**config.mk**
```make
export PLATFORM = sky130hd
export DESIGN_NAME = spi_byte_receiver
export DESIGN_NICKNAME = d
export VERILOG_FILES = /design/src/rtl/spi_byte_receiver_pkg.sv /design/src/rtl/sync_fifo.sv /design/src/rtl/spi_byte_receiver.sv
export SDC_FILE = /design/constraint.sdc
export NUM_CORES = 1
export LEC_CHECK = 0
export CORE_MARGIN = 2
export CORE_UTILIZATION = 51
export DETAILED_ROUTE_END_ITERATION = 10
export MAX_ROUTING_LAYER = met4
export PLACE_DENSITY_LB_ADDON = 0.1
export SETUP_SLACK_MARGIN = 0.3
export SLEW_MARGIN = 10
export SYNTH_ARGS = -nofsm -noshare
export SYNTH_HDL_FRONTEND = slang
export SYNTH_SLANG_ARGS = --single-unit
```
**constraint.sdc**
```tcl
create_clock -name clk_in -period 2.1 [get_ports clk_in]
set_input_delay 0.21 -clock clk_in [delete_from_list [all_inputs] [get_ports clk_in]]
set_output_delay 0.21 -clock clk_in [all_outputs]
set_load 0.005 [all_outputs]
```
**src/rtl/spi_byte_receiver_pkg.sv**
```systemverilog
// Shared types and default parameters for the SPI byte receiver.
//
// Contents:
//   rx_state_t          - receive FSM state: IDLE (waiting for a frame) / SHIFT (in a frame)
//   SPI_RX_DATA_WIDTH   - default bits per SPI word
//   SPI_RX_FIFO_DEPTH   - default receive buffer depth (power of two, >= 2)
//   SPI_RX_SYNC_STAGES  - default synchronizer depth per SPI input (>= 2)
//   spi_rx_assemble()   - places one wire bit into a partially assembled 8-bit word

package spi_byte_receiver_pkg;

  typedef enum logic [0:0] {
    IDLE  = 1'b0,
    SHIFT = 1'b1
  } rx_state_t;

  localparam int unsigned SPI_RX_DATA_WIDTH  = 8;
  localparam int unsigned SPI_RX_FIFO_DEPTH  = 4;
  localparam int unsigned SPI_RX_SYNC_STAGES = 2;

  // Reference helper for the default 8-bit word: shifts one wire bit into an
  // accumulating word in either bit order. The receiver itself uses the
  // width-generic form of the same rule.
  function automatic logic [7:0] spi_rx_assemble(input logic [7:0] word,
                                                 input logic       bit_in,
                                                 input logic       msb_first);
    logic [7:0] res;
    if (msb_first) begin
      res = {word[6:0], bit_in};
    end else begin
      res = {bit_in, word[7:1]};
    end
    return res;
  endfunction

endpackage

```
**src/rtl/sync_fifo.sv**
```systemverilog
// First-word-fall-through synchronous FIFO.
//
// Ports:
//   clk_in   - clock
//   reset    - synchronous, active-high; empties the FIFO
//   wr_en    - push request; honoured when not full, or when full and a pop
//              happens in the same cycle
//   wr_data  - word to push
//   rd_en    - pop request; ignored while empty
//   rd_data  - head word, valid while empty=0
//   empty    - no words stored
//   full     - DEPTH words stored
//
// A push that is not honoured is silently dropped; the caller detects that
// case (wr_en & full & ~pop) itself.

module sync_fifo
  import spi_byte_receiver_pkg::*;
#(
  parameter int unsigned WIDTH = SPI_RX_DATA_WIDTH,
  parameter int unsigned DEPTH = SPI_RX_FIFO_DEPTH
) (
  input  logic             clk_in,
  input  logic             reset,
  input  logic             wr_en,
  input  logic [WIDTH-1:0] wr_data,
  input  logic             rd_en,
  output logic [WIDTH-1:0] rd_data,
  output logic             empty,
  output logic             full
);

  localparam int unsigned PtrW = $clog2(DEPTH);
  localparam int unsigned CntW = PtrW + 1;

  logic [WIDTH-1:0] mem_q [DEPTH];
  logic [PtrW-1:0]  wr_ptr_q, wr_ptr_d;
  logic [PtrW-1:0]  rd_ptr_q, rd_ptr_d;
  logic [CntW-1:0]  count_q, count_d;
  logic             do_push;
  logic             do_pop;

  assign empty   = (count_q == '0);
  assign full    = (count_q == CntW'(DEPTH));
  assign rd_data = mem_q[rd_ptr_q];

  assign do_pop  = rd_en & ~empty;
  // When full, the slot being written is the head being popped this cycle.
  assign do_push = wr_en & (~full | do_pop);

  always_comb begin
    wr_ptr_d = wr_ptr_q;
    rd_ptr_d = rd_ptr_q;
    count_d  = count_q;
    // DEPTH is a power of two, so pointers wrap naturally.
    if (do_push) begin
      wr_ptr_d = wr_ptr_q + PtrW'(1);
    end
    if (do_pop) begin
      rd_ptr_d = rd_ptr_q + PtrW'(1);
    end
    case ({do_push, do_pop})
      2'b10:   count_d = count_q + CntW'(1);
      2'b01:   count_d = count_q - CntW'(1);
      default: count_d = count_q;
    endcase
  end

  always_ff @(posedge clk_in) begin
    if (reset) begin
      wr_ptr_q <= '0;
      rd_ptr_q <= '0;
      count_q  <= '0;
    end else begin
      wr_ptr_q <= wr_ptr_d;
      rd_ptr_q <= rd_ptr_d;
      count_q  <= count_d;
    end
  end

  // Storage needs no reset: contents are only observed while non-empty.
  always_ff @(posedge clk_in) begin
    if (do_push) begin
      mem_q[wr_ptr_q] <= wr_data;
    end
  end

endmodule

```
**src/rtl/spi_byte_receiver.sv**
```systemverilog
// SPI mode-0 slave receiver in the clk_in domain.
//
// Oversamples spi_clk/spi_cs/spi_mosi through per-input synchronizers,
// deserializes words on synchronized SCK rising edges while CS is low, and
// buffers completed words in a FWFT FIFO handed out over valid/ready.
//
// Ports:
//   clk_in        - system clock
//   reset         - synchronous, active-high
//   spi_clk       - SPI SCK (asynchronous)
//   spi_cs        - SPI chip select, active-low (asynchronous)
//   spi_mosi      - SPI data in (asynchronous)
//   byte_out      - FIFO head word, zero while byte_valid=0
//   byte_valid    - FIFO non-empty
//   byte_ready    - consumer accepts the head word
//   frame_active  - synchronized CS is low
//   frame_end     - one-cycle pulse on synchronized CS rising edge
//   overflow      - sticky: a completed word was dropped on a full FIFO
//
// SCK high and low phases must each last at least two clk_in cycles.

module spi_byte_receiver
  import spi_byte_receiver_pkg::*;
#(
  parameter int unsigned DATA_WIDTH  = SPI_RX_DATA_WIDTH,
  parameter int unsigned FIFO_DEPTH  = SPI_RX_FIFO_DEPTH,
  parameter int unsigned SYNC_STAGES = SPI_RX_SYNC_STAGES,
  parameter bit          MSB_FIRST   = 1'b1
) (
  input  logic                  clk_in,
  input  logic                  reset,
  input  logic                  spi_clk,
  input  logic                  spi_cs,
  input  logic                  spi_mosi,
  output logic [DATA_WIDTH-1:0] byte_out,
  output logic                  byte_valid,
  input  logic                  byte_ready,
  output logic                  frame_active,
  output logic                  frame_end,
  output logic                  overflow
);

  localparam int unsigned CntW = $clog2(DATA_WIDTH);
  localparam int unsigned SetW = $clog2(SYNC_STAGES + 1);
  localparam logic [CntW-1:0] LastBit = CntW'(DATA_WIDTH - 1);

  // ---------------------------------------------------------------------------
  // Input synchronizers and edge detection
  // ---------------------------------------------------------------------------
  logic [SYNC_STAGES-1:0] sck_sync_q, sck_sync_d;
  logic [SYNC_STAGES-1:0] cs_sync_q, cs_sync_d;
  logic [SYNC_STAGES-1:0] mosi_sync_q, mosi_sync_d;
  logic                   sck_prev_q, cs_prev_q;
  logic                   sck_s, cs_s, mosi_s;
  logic                   sck_rise, cs_rise;

  assign sck_sync_d  = {sck_sync_q[SYNC_STAGES-2:0], spi_clk};
  assign cs_sync_d   = {cs_sync_q[SYNC_STAGES-2:0], spi_cs};
  assign mosi_sync_d = {mosi_sync_q[SYNC_STAGES-2:0], spi_mosi};

  assign sck_s  = sck_sync_q[SYNC_STAGES-1];
  assign cs_s   = cs_sync_q[SYNC_STAGES-1];
  assign mosi_s = mosi_sync_q[SYNC_STAGES-1];

  assign sck_rise = sck_s & ~sck_prev_q;
  assign cs_rise  = cs_s & ~cs_prev_q;

  always_ff @(posedge clk_in) begin
    if (reset) begin
      sck_sync_q  <= '0;
      cs_sync_q   <= '1;
      mosi_sync_q <= '0;
      sck_prev_q  <= 1'b0;
      cs_prev_q   <= 1'b1;
    end else begin
      sck_sync_q  <= sck_sync_d;
      cs_sync_q   <= cs_sync_d;
      mosi_sync_q <= mosi_sync_d;
      sck_prev_q  <= sck_s;
      cs_prev_q   <= cs_s;
    end
  end

  // ---------------------------------------------------------------------------
  // Frame arming
  // ---------------------------------------------------------------------------
  // The synchronizers reset to "CS high", which hides the real pin for
  // SYNC_STAGES cycles. A frame is only accepted once CS has been observed
  // high from real pin samples, so a frame already in progress at reset is
  // ignored until CS goes high and low again.
  logic [SetW-1:0] settle_q, settle_d;
  logic            settled;
  logic            armed_q, armed_d;

  assign settled  = (settle_q == SetW'(SYNC_STAGES));
  assign settle_d = settled ? settle_q : settle_q + SetW'(1);
  assign armed_d  = armed_q | (settled & cs_s);

  always_ff @(posedge clk_in) begin
    if (reset) begin
      settle_q <= '0;
      armed_q  <= 1'b0;
    end else begin
      settle_q <= settle_d;
      armed_q  <= armed_d;
    end
  end

  // ---------------------------------------------------------------------------
  // Receive FSM: state register / next state / outputs
  // ---------------------------------------------------------------------------
  rx_state_t state_q, state_d;
  logic      cnt_clr;
  logic      shift_en;
  logic      word_done;

  logic [CntW-1:0]       bit_cnt_q, bit_cnt_d;
  logic [DATA_WIDTH-1:0] shift_q, shift_d;
  logic [DATA_WIDTH-1:0] shift_next;

  always_ff @(posedge clk_in) begin
    if (reset) begin
      state_q <= IDLE;
    end else begin
      state_q <= state_d;
    end
  end

  always_comb begin
    state_d = state_q;
    unique case (state_q)
      IDLE: begin
        if (armed_q && !cs_s) begin
          state_d = SHIFT;
        end
      end
      SHIFT: begin
        // A partial word is simply abandoned; IDLE clears the bit count.
        if (cs_s) begin
          state_d = IDLE;
        end
      end
      default: state_d = IDLE;
    endcase
  end

  always_comb begin
    cnt_clr   = 1'b0;
    shift_en  = 1'b0;
    word_done = 1'b0;
    unique case (state_q)
      IDLE: begin
        cnt_clr = 1'b1;
      end
      SHIFT: begin
        if (!cs_s && sck_rise) begin
          shift_en  = 1'b1;
          word_done = (bit_cnt_q == LastBit);
        end
      end
      default: cnt_clr = 1'b1;
    endcase
  end

  // ---------------------------------------------------------------------------
  // Shift register and bit counter
  // ---------------------------------------------------------------------------
  assign shift_next = MSB_FIRST ? {shift_q[DATA_WIDTH-2:0], mosi_s}
                                : {mosi_s, shift_q[DATA_WIDTH-1:1]};

  always_comb begin
    bit_cnt_d = bit_cnt_q;
    shift_d   = shift_q;
    if (cnt_clr) begin
      bit_cnt_d = '0;
    end else if (shift_en) begin
      shift_d   = shift_next;
      // Wrap to 0 and keep shifting: back-to-back words need no CS toggle.
      bit_cnt_d = word_done ? '0 : bit_cnt_q + CntW'(1);
    end
  end

  always_ff @(posedge clk_in) begin
    if (reset) begin
      bit_cnt_q <= '0;
      shift_q   <= '0;
    end else begin
      bit_cnt_q <= bit_cnt_d;
      shift_q   <= shift_d;
    end
  end

  // ---------------------------------------------------------------------------
  // Receive buffer and overflow flag
  // ---------------------------------------------------------------------------
  logic [DATA_WIDTH-1:0] fifo_rd_data;
  logic                  fifo_empty;
  logic                  fifo_full;
  logic                  pop;
  logic                  overflow_q, overflow_d;

  // The completed word is pushed in the same cycle as its final SCK edge.
  sync_fifo #(
    .WIDTH (DATA_WIDTH),
    .DEPTH (FIFO_DEPTH)
  ) u_fifo (
    .clk_in  (clk_in),
    .reset   (reset),
    .wr_en   (word_done),
    .wr_data (shift_next),
    .rd_en   (byte_ready),
    .rd_data (fifo_rd_data),
    .empty   (fifo_empty),
    .full    (fifo_full)
  );

  assign pop        = byte_ready & ~fifo_empty;
  assign overflow_d = overflow_q | (word_done & fifo_full & ~pop);

  always_ff @(posedge clk_in) begin
    if (reset) begin
      overflow_q <= 1'b0;
    end else begin
      overflow_q <= overflow_d;
    end
  end

  // ---------------------------------------------------------------------------
  // Outputs
  // ---------------------------------------------------------------------------
  assign byte_valid   = ~fifo_empty;
  assign byte_out     = fifo_empty ? '0 : fifo_rd_data;
  assign frame_active = ~cs_s;
  assign frame_end    = cs_rise;
  assign overflow     = overflow_q;

endmodule

```
* Word level (Yosys, flattened, before mapping)
Memory sizes are Yosys's and may differ from the RTL's. A register that Yosys moved wholly into a read port is not among the register bits.
Cells that the tools add are included.
** Operators by class
- Eq/ne operators :: 5
- Reduce and logical (&&, ||, !) cells :: 7
- Multiplexer cells :: 14
- $add $sub $neg :: 6
- Bitwise logic cells :: 17
** Operators by type and width (number)
- 1-bit 2-to-1 mux :: 8
- 8-bit 2-to-1 mux :: 1
- 1-bit bitwise AND :: 7
- 1-bit NOT :: 7
- 2-bit by 1-bit adder with 2-bit output, second input constant :: 3
- 3-bit by 1-bit adder with 3-bit output, second input constant :: 2
- 3-bit == test, second input constant :: 2
- 3-bit case mux with 2 select lines :: 1
- 2-bit == test, second input constant :: 2
- 2-bit 2-to-1 mux :: 2
- 3-bit logical NOT :: 1
- 3-bit 2-to-1 mux :: 1
- 1-bit bitwise OR :: 3
- 3-bit by 1-bit subtractor with 3-bit output, second input constant :: 1
- 2-bit by 1-bit == test with 1-bit output, second input constant :: 1
- 1-bit logical AND :: 2
- 1-bit case mux with 2 select lines :: 1
- 2-bit AND reduction :: 1
- 2-bit nonzero test :: 1
- 2-bit OR reduction :: 1
- 1-bit logical NOT :: 1
** Storage, ports and cells
- Register bits after elaboration :: 30
- Memories :: 1
- Output and inout bits :: 12
- Word-level logic and storage cells :: 64
- Bits in writable memories :: 32
- Input bits :: 6
** Memory list
- u_fifo.mem_q :: words 4, width 8, read ports 1, clocked after memory_dff 1, write ports 1, RTL line sync_fifo.sv:36 : logic [WIDTH-1:0] mem_q [DEPTH];

* Longest topological paths before layout
- Depth in word-level cells :: 8
- Mapped depth :: 11
- Mapped depth without buffers :: 11

* Cells and area by module
Synthesis repeated with hierarchy kept, for this count alone.
** Unflattened totals
- Cells, all modules :: 197
- Area total of the unflattened synthesis :: 2568.7 µm²
** Modules (own cells, without submodules)
- sync_fifo :: area each 1691.6 µm², sequential area each 1141.1 µm², instances 1, cells each 101
- spi_byte_receiver :: area each 877.1 µm², sequential area each 460.4 µm², instances 1, cells each 96

* Worst setup path after synthesis
OpenSTA, ideal clock, no wires.
- Path kind :: flip-flop to flip-flop
- Start :: reg bit_cnt_q[0]
- End :: reg u_fifo.count_q[2]
- Arrival :: 2.047 ns
- Period minus slack after synthesis :: 2.117 ns
- Stages on the path, launching flop included :: 12
- Library setup time :: 0.070 ns
- Buffers on the path :: 0
- Data required time :: 2.030 ns
- Path slack :: -0.017 ns
- Cells stage by stage :: dfxtp_1 -> ha_1 -> ha_1 -> inv_1 -> nor3_4 -> inv_1 -> ha_1 -> inv_1 -> fa_1 -> xor2_1 -> or3_1 -> a21oi_1
** Between the ends
- Cells in the longest elaborated chain, start to end :: 6
- Elaborated cells between the ends (all ways) :: 8
- Classes of those cells :: eq/ne (3); mux (3); bitwise (1); reduce/logical (1)
** RTL lines
- start, declared :: RTL line spi_byte_receiver.sv:117 : logic [CntW-1:0] bit_cnt_q, bit_cnt_d;
- start signal, assigned :: RTL line spi_byte_receiver.sv:188 : bit_cnt_q <= bit_cnt_d;
- 3-bit == test * :: RTL line spi_byte_receiver.sv:158 : word_done = (bit_cnt_q == LastBit);
- 1-bit 2-to-1 mux * :: RTL line spi_byte_receiver.sv:156 : if (!cs_s && sck_rise) begin
- 1-bit 2-to-1 mux * :: RTL line spi_byte_receiver.sv:151 : unique case (state_q)
- 1-bit bitwise AND * :: RTL line sync_fifo.sv:49 : assign do_push = wr_en & (~full | do_pop);
- 2-bit by 1-bit == test with 1-bit output / 2-bit == test (equally long branches) :: RTL line sync_fifo.sv:62 : case ({do_push, do_pop})
- 3-bit case mux with 2 select lines / 2-bit nonzero test (equally long branches)
- end signal, assigned :: RTL line sync_fifo.sv:77 : count_q <= count_d;
- end, declared :: RTL line sync_fifo.sv:39 : logic [CntW-1:0] count_q, count_d;
Every way passes the cells marked *; elsewhere a longest branch is shown, timed or not.
A chain may end at the register's enable or synchronous reset.

* Final worst setup path
- Start :: reg u_fifo.count_q[1]
- End :: reg u_fifo.count_q[2]
** Between the ends
- Cells in the longest elaborated chain, start to end :: 7
- Elaborated cells between the ends (all ways) :: 13
- Classes of those cells :: add/sub (2); eq/ne (3); mux (1); bitwise (5); reduce/logical (2)
** RTL lines
- 3-bit logical NOT :: RTL line sync_fifo.sv:43 : assign empty = (count_q == '0);
- 1-bit NOT :: RTL line sync_fifo.sv:47 : assign do_pop = rd_en & ~empty;
- 1-bit bitwise AND :: RTL line sync_fifo.sv:47
- 1-bit bitwise OR :: RTL line sync_fifo.sv:49
- 1-bit bitwise AND :: RTL line sync_fifo.sv:49
- 2-bit by 1-bit == test with 1-bit output / 2-bit == test (equally long branches) :: RTL line sync_fifo.sv:62
- 3-bit case mux with 2 select lines / 2-bit nonzero test (equally long branches)
Several ways; a longest one is shown, not always the timed one.

==> qor.csv <==
metric;value;unit
Crit path required time;2.36;ns
Initial Utilization;53.0;%
final period utilization;96.5;%
HP Class;in -> reg;
residual DRC count;0;
Routed WL;4440;µm
average size of a mapped cell;13.2;µm²
#FFs+latches synth;64;
Power per Cell Area;751;mW/mm²
placed cells;281;
Startpoint Class;register;
status;finished, final reports clean;
Final Worst Setup Slack;0.0728;ns
Core Area;0.00472;mm²
Final Max Slew Viols;0;
Worst Setup End Kind;register;
htree depth;3;
Chip Height;74.0;µm
Synth top area share;38.4;%
number of buffers created by CTS;9;
Place WS;-0.365;ns
GPL Wtd Cong;0.743;
CTS Sinks;64;
HPWL after DPL;2850;µm
Sum Neg Setup Slack;0;ns
DR WL/cell;14.0;µm
maximum clock rate;493;MHz
max_cap viols;0;
CP Max Fanout;2;
DR iter-0 viols;56;
Synth Net Count;204;
Vias;1557;
CTS clock-pin slew for the worst setup and hold paths;0.07;ns
antenna cells;0;
Worst slew margin;67.9;%
Synth Instances;189;
worst skew pair latency;0.34;ns
post-layout util;69.7;%
Final ANT Viol Nets;0;
top post-synthesis cells by area;edfxtp_1 (38%), dfxtp_1 (26%), mux4_2 (7.2%), ha_1 (4.0%), a21oi_1 (2.8%);
final hold violation count;0;
CTS tree;yes;
Layout area overhead;31.7;%
Synth Warn #;0;
first-pass GRT wire length;7250;µm
GRT Util Overall;19.1;%
Final Skew;0.00648;ns
Peak VDD IR;0.569;mV
Pre-antenna DRT Iters;4;
io pins;18;
Lkg Pwr;0.00124;µW
CTS root buffer;clkbuf_8;
post-synthesis sequential area ratio;64.0;%
vias in the first global route;1521;
post-synth top area cell;edfxtp_1;
initial antenna violation count;0;
number of cell rows;25;
Die ar.;0.00548;mm²
CP Class;reg -> reg;
largest buffer count on any clock path;2;
largest net degree at the start of global routing;17;
worst path arrival time;2.29;ns
# port buffers;17;
Final nets;259;
layout cells sized above 1;37.3;%
Final min period;2.03;ns
number of distinct library cells after synthesis;30;
GRT overflow;0;
cts hold-fix bufs;0;
Layout Cells excl Fill;316;
Worst-Margin Slew;0.480;ns
RSZ-0062 raised after global routing;yes;
cell area after synthesis;0.00250;mm²
DIE WIDTH;74.0;µm
Setup violations, final;0;
vias per cell;4.93;
==> worst max-delay path, cell delays in order, from the launching register on <==
cell     delay [ns]
dfxtp_4        0.36
nor4b_4        0.36
nor3_4         0.06
inv_2          0.07
ha_4           0.13
inv_2          0.03
fa_2           0.32
xor2_1         0.16
or3_1          0.32
a21oi_1        0.14
==> sequential cells by signal, summed over array words and instances (netlist names), 2 cells and up, named ones only <==
signal	flops
settle_q	2
sck_sync_q	2
mosi_sync_q	2
cs_sync_q	2
u_fifo.count_q	3
u_fifo.mem_q	32
u_fifo.wr_ptr_q	2
u_fifo.rd_ptr_q	2
bit_cnt_q	3
shift_q	7
==> path summary, 6_finish.rpt <==
path,from,end,slack [ns],cells past startpoint
setup / recovery,u_fifo.count_q[1],u_fifo.count_q[2],0.07,9
hold / removal,spi_cs,cs_sync_q[0],0.42,2
setup reg to reg,u_fifo.count_q[1],u_fifo.count_q[2],0.07,9
hold reg to reg,cs_sync_q[0],cs_sync_q[1],0.43,1
==> routing by layer <==
layer / wire (µm) / vias up / share of wire [%] / global-route usage [%]
met1: 1910 / 747 / 43 / 23.0
li1: - / 762 / - / -
met4: 73 / 0 / 1.6 / 7.88
met5: 0 / - / 0 / -
met2: 2230 / 40 / 50 / 29.2
met3: 220 / 8 / 5.0 / 6.91
==> layout make-up <==
type                       count  area (µm²)
clock inverter                 7        72.6
tap                           67        83.8
inverter                      11        43.8
fill                         331        1430
timing repair buffer          51         438
multi-input combinational    107         917
sequential                    64        1620
clock buffer                   9         124
==> stage by stage <==
stage                     hold WS [ns]  cell area, µm²  power [µW]
after floorplan                  0.314            2550        1450
after global placement           0.419            2890        1470
after detailed placement         0.405            2890        1480
after CTS                        0.413            3200        2500
after global routing             0.424            3290        2580
final                            0.423            3290        2470
==> timing repair <==
item / 4_1_cts / 5_1_grt
pin swaps: 6 / 5
gates resized for setup: 45 / 15
endpoints found under the hold margin: 0 / 0
setup buffers: 13 / 6
setup endpoints to repair: 11 / 10
==> cells in the final DEF (no fill, tap or decap), types with 2 or more instances in the layout <==
| cell type | Yosys | final |
|---|---|---|
| ha_4 | 0 | 3 |
| dfxtp_2 | 0 | 5 |
| inv_1 | 11 | 8 |
| or2_2 | 3 | 3 |
| buf_2 | 3 | 8 |
| clkdlybuf4s50_1 | 0 | 8 |
| nand2b_1 | 3 | 3 |
| nor2b_1 | 7 | 5 |
| edfxtp_1 | 32 | 32 |
| nand2_1 | 18 | 18 |
| and2_1 | 4 | 4 |
| nor2_1 | 16 | 15 |
| clkinv_2 | 0 | 2 |
| buf_6 | 0 | 9 |
| a21oi_1 | 14 | 13 |
| or3_1 | 2 | 2 |
| clkbuf_8 | 0 | 9 |
| buf_4 | 0 | 23 |
| and2b_1 | 6 | 6 |
| xor2_1 | 5 | 5 |
| dfxtp_4 | 0 | 2 |
| dfxtp_1 | 32 | 25 |
| mux4_2 | 8 | 8 |
| inv_2 | 0 | 2 |
| nor2b_4 | 0 | 2 |
| clkinvlp_4 | 0 | 2 |
| clkinv_4 | 0 | 2 |
| ha_1 | 8 | 5 |
==> power by group <==
part | internal [µW] | switching [µW] | leakage (µW) | total [µW]
clock network | 546 | 478 | 0.0000952 | 1020
logic | 52.2 | 52.6 | 0.000591 | 105
registers | 1330 | 18.1 | 0.000553 | 1350
total | 1930 | 548 | 0.00124 | 2470
==> kinds of logic after synthesis <==
| family | count (synthesis) | share of synthesized area, % |
|---|---|---|
| AO/OA/AOI/OAI | 18 | 3.90 |
| XOR/XNOR | 5 | 1.75 |
| adder cells (fa/ha/maj) | 9 | 4.80 |
| buffers and inverters | 18 | 2.85 |
| flip-flops | 64 | 64.0 |
| multiplexers | 10 | 8.20 |
| AND/OR/NAND/NOR | 65 | 14.5 |
==> synthesized netlist by cell type <==
cell,n
inv_1,11
nand2b_1,3
nor2b_1,7
o31ai_1,1
nor4b_4,1
or2_2,3
nor3_1,1
and2_1,4
o311ai_0,1
a21oi_1,14
o21ai_0,1
edfxtp_1,32
xor2_1,5
mux2_4,1
fa_1,1
buf_2,3
a31oi_1,1
mux2i_1,1
clkbuf_1,4
dfxtp_1,32
or3_1,2
nor4bb_1,1
and2b_1,6
nor2_1,16
nand3_1,1
nor3_4,1
ha_1,8
nand4bb_1,1
nand2_1,18
mux4_2,8
Note: power is estimated with default switching activity, not from simulation.
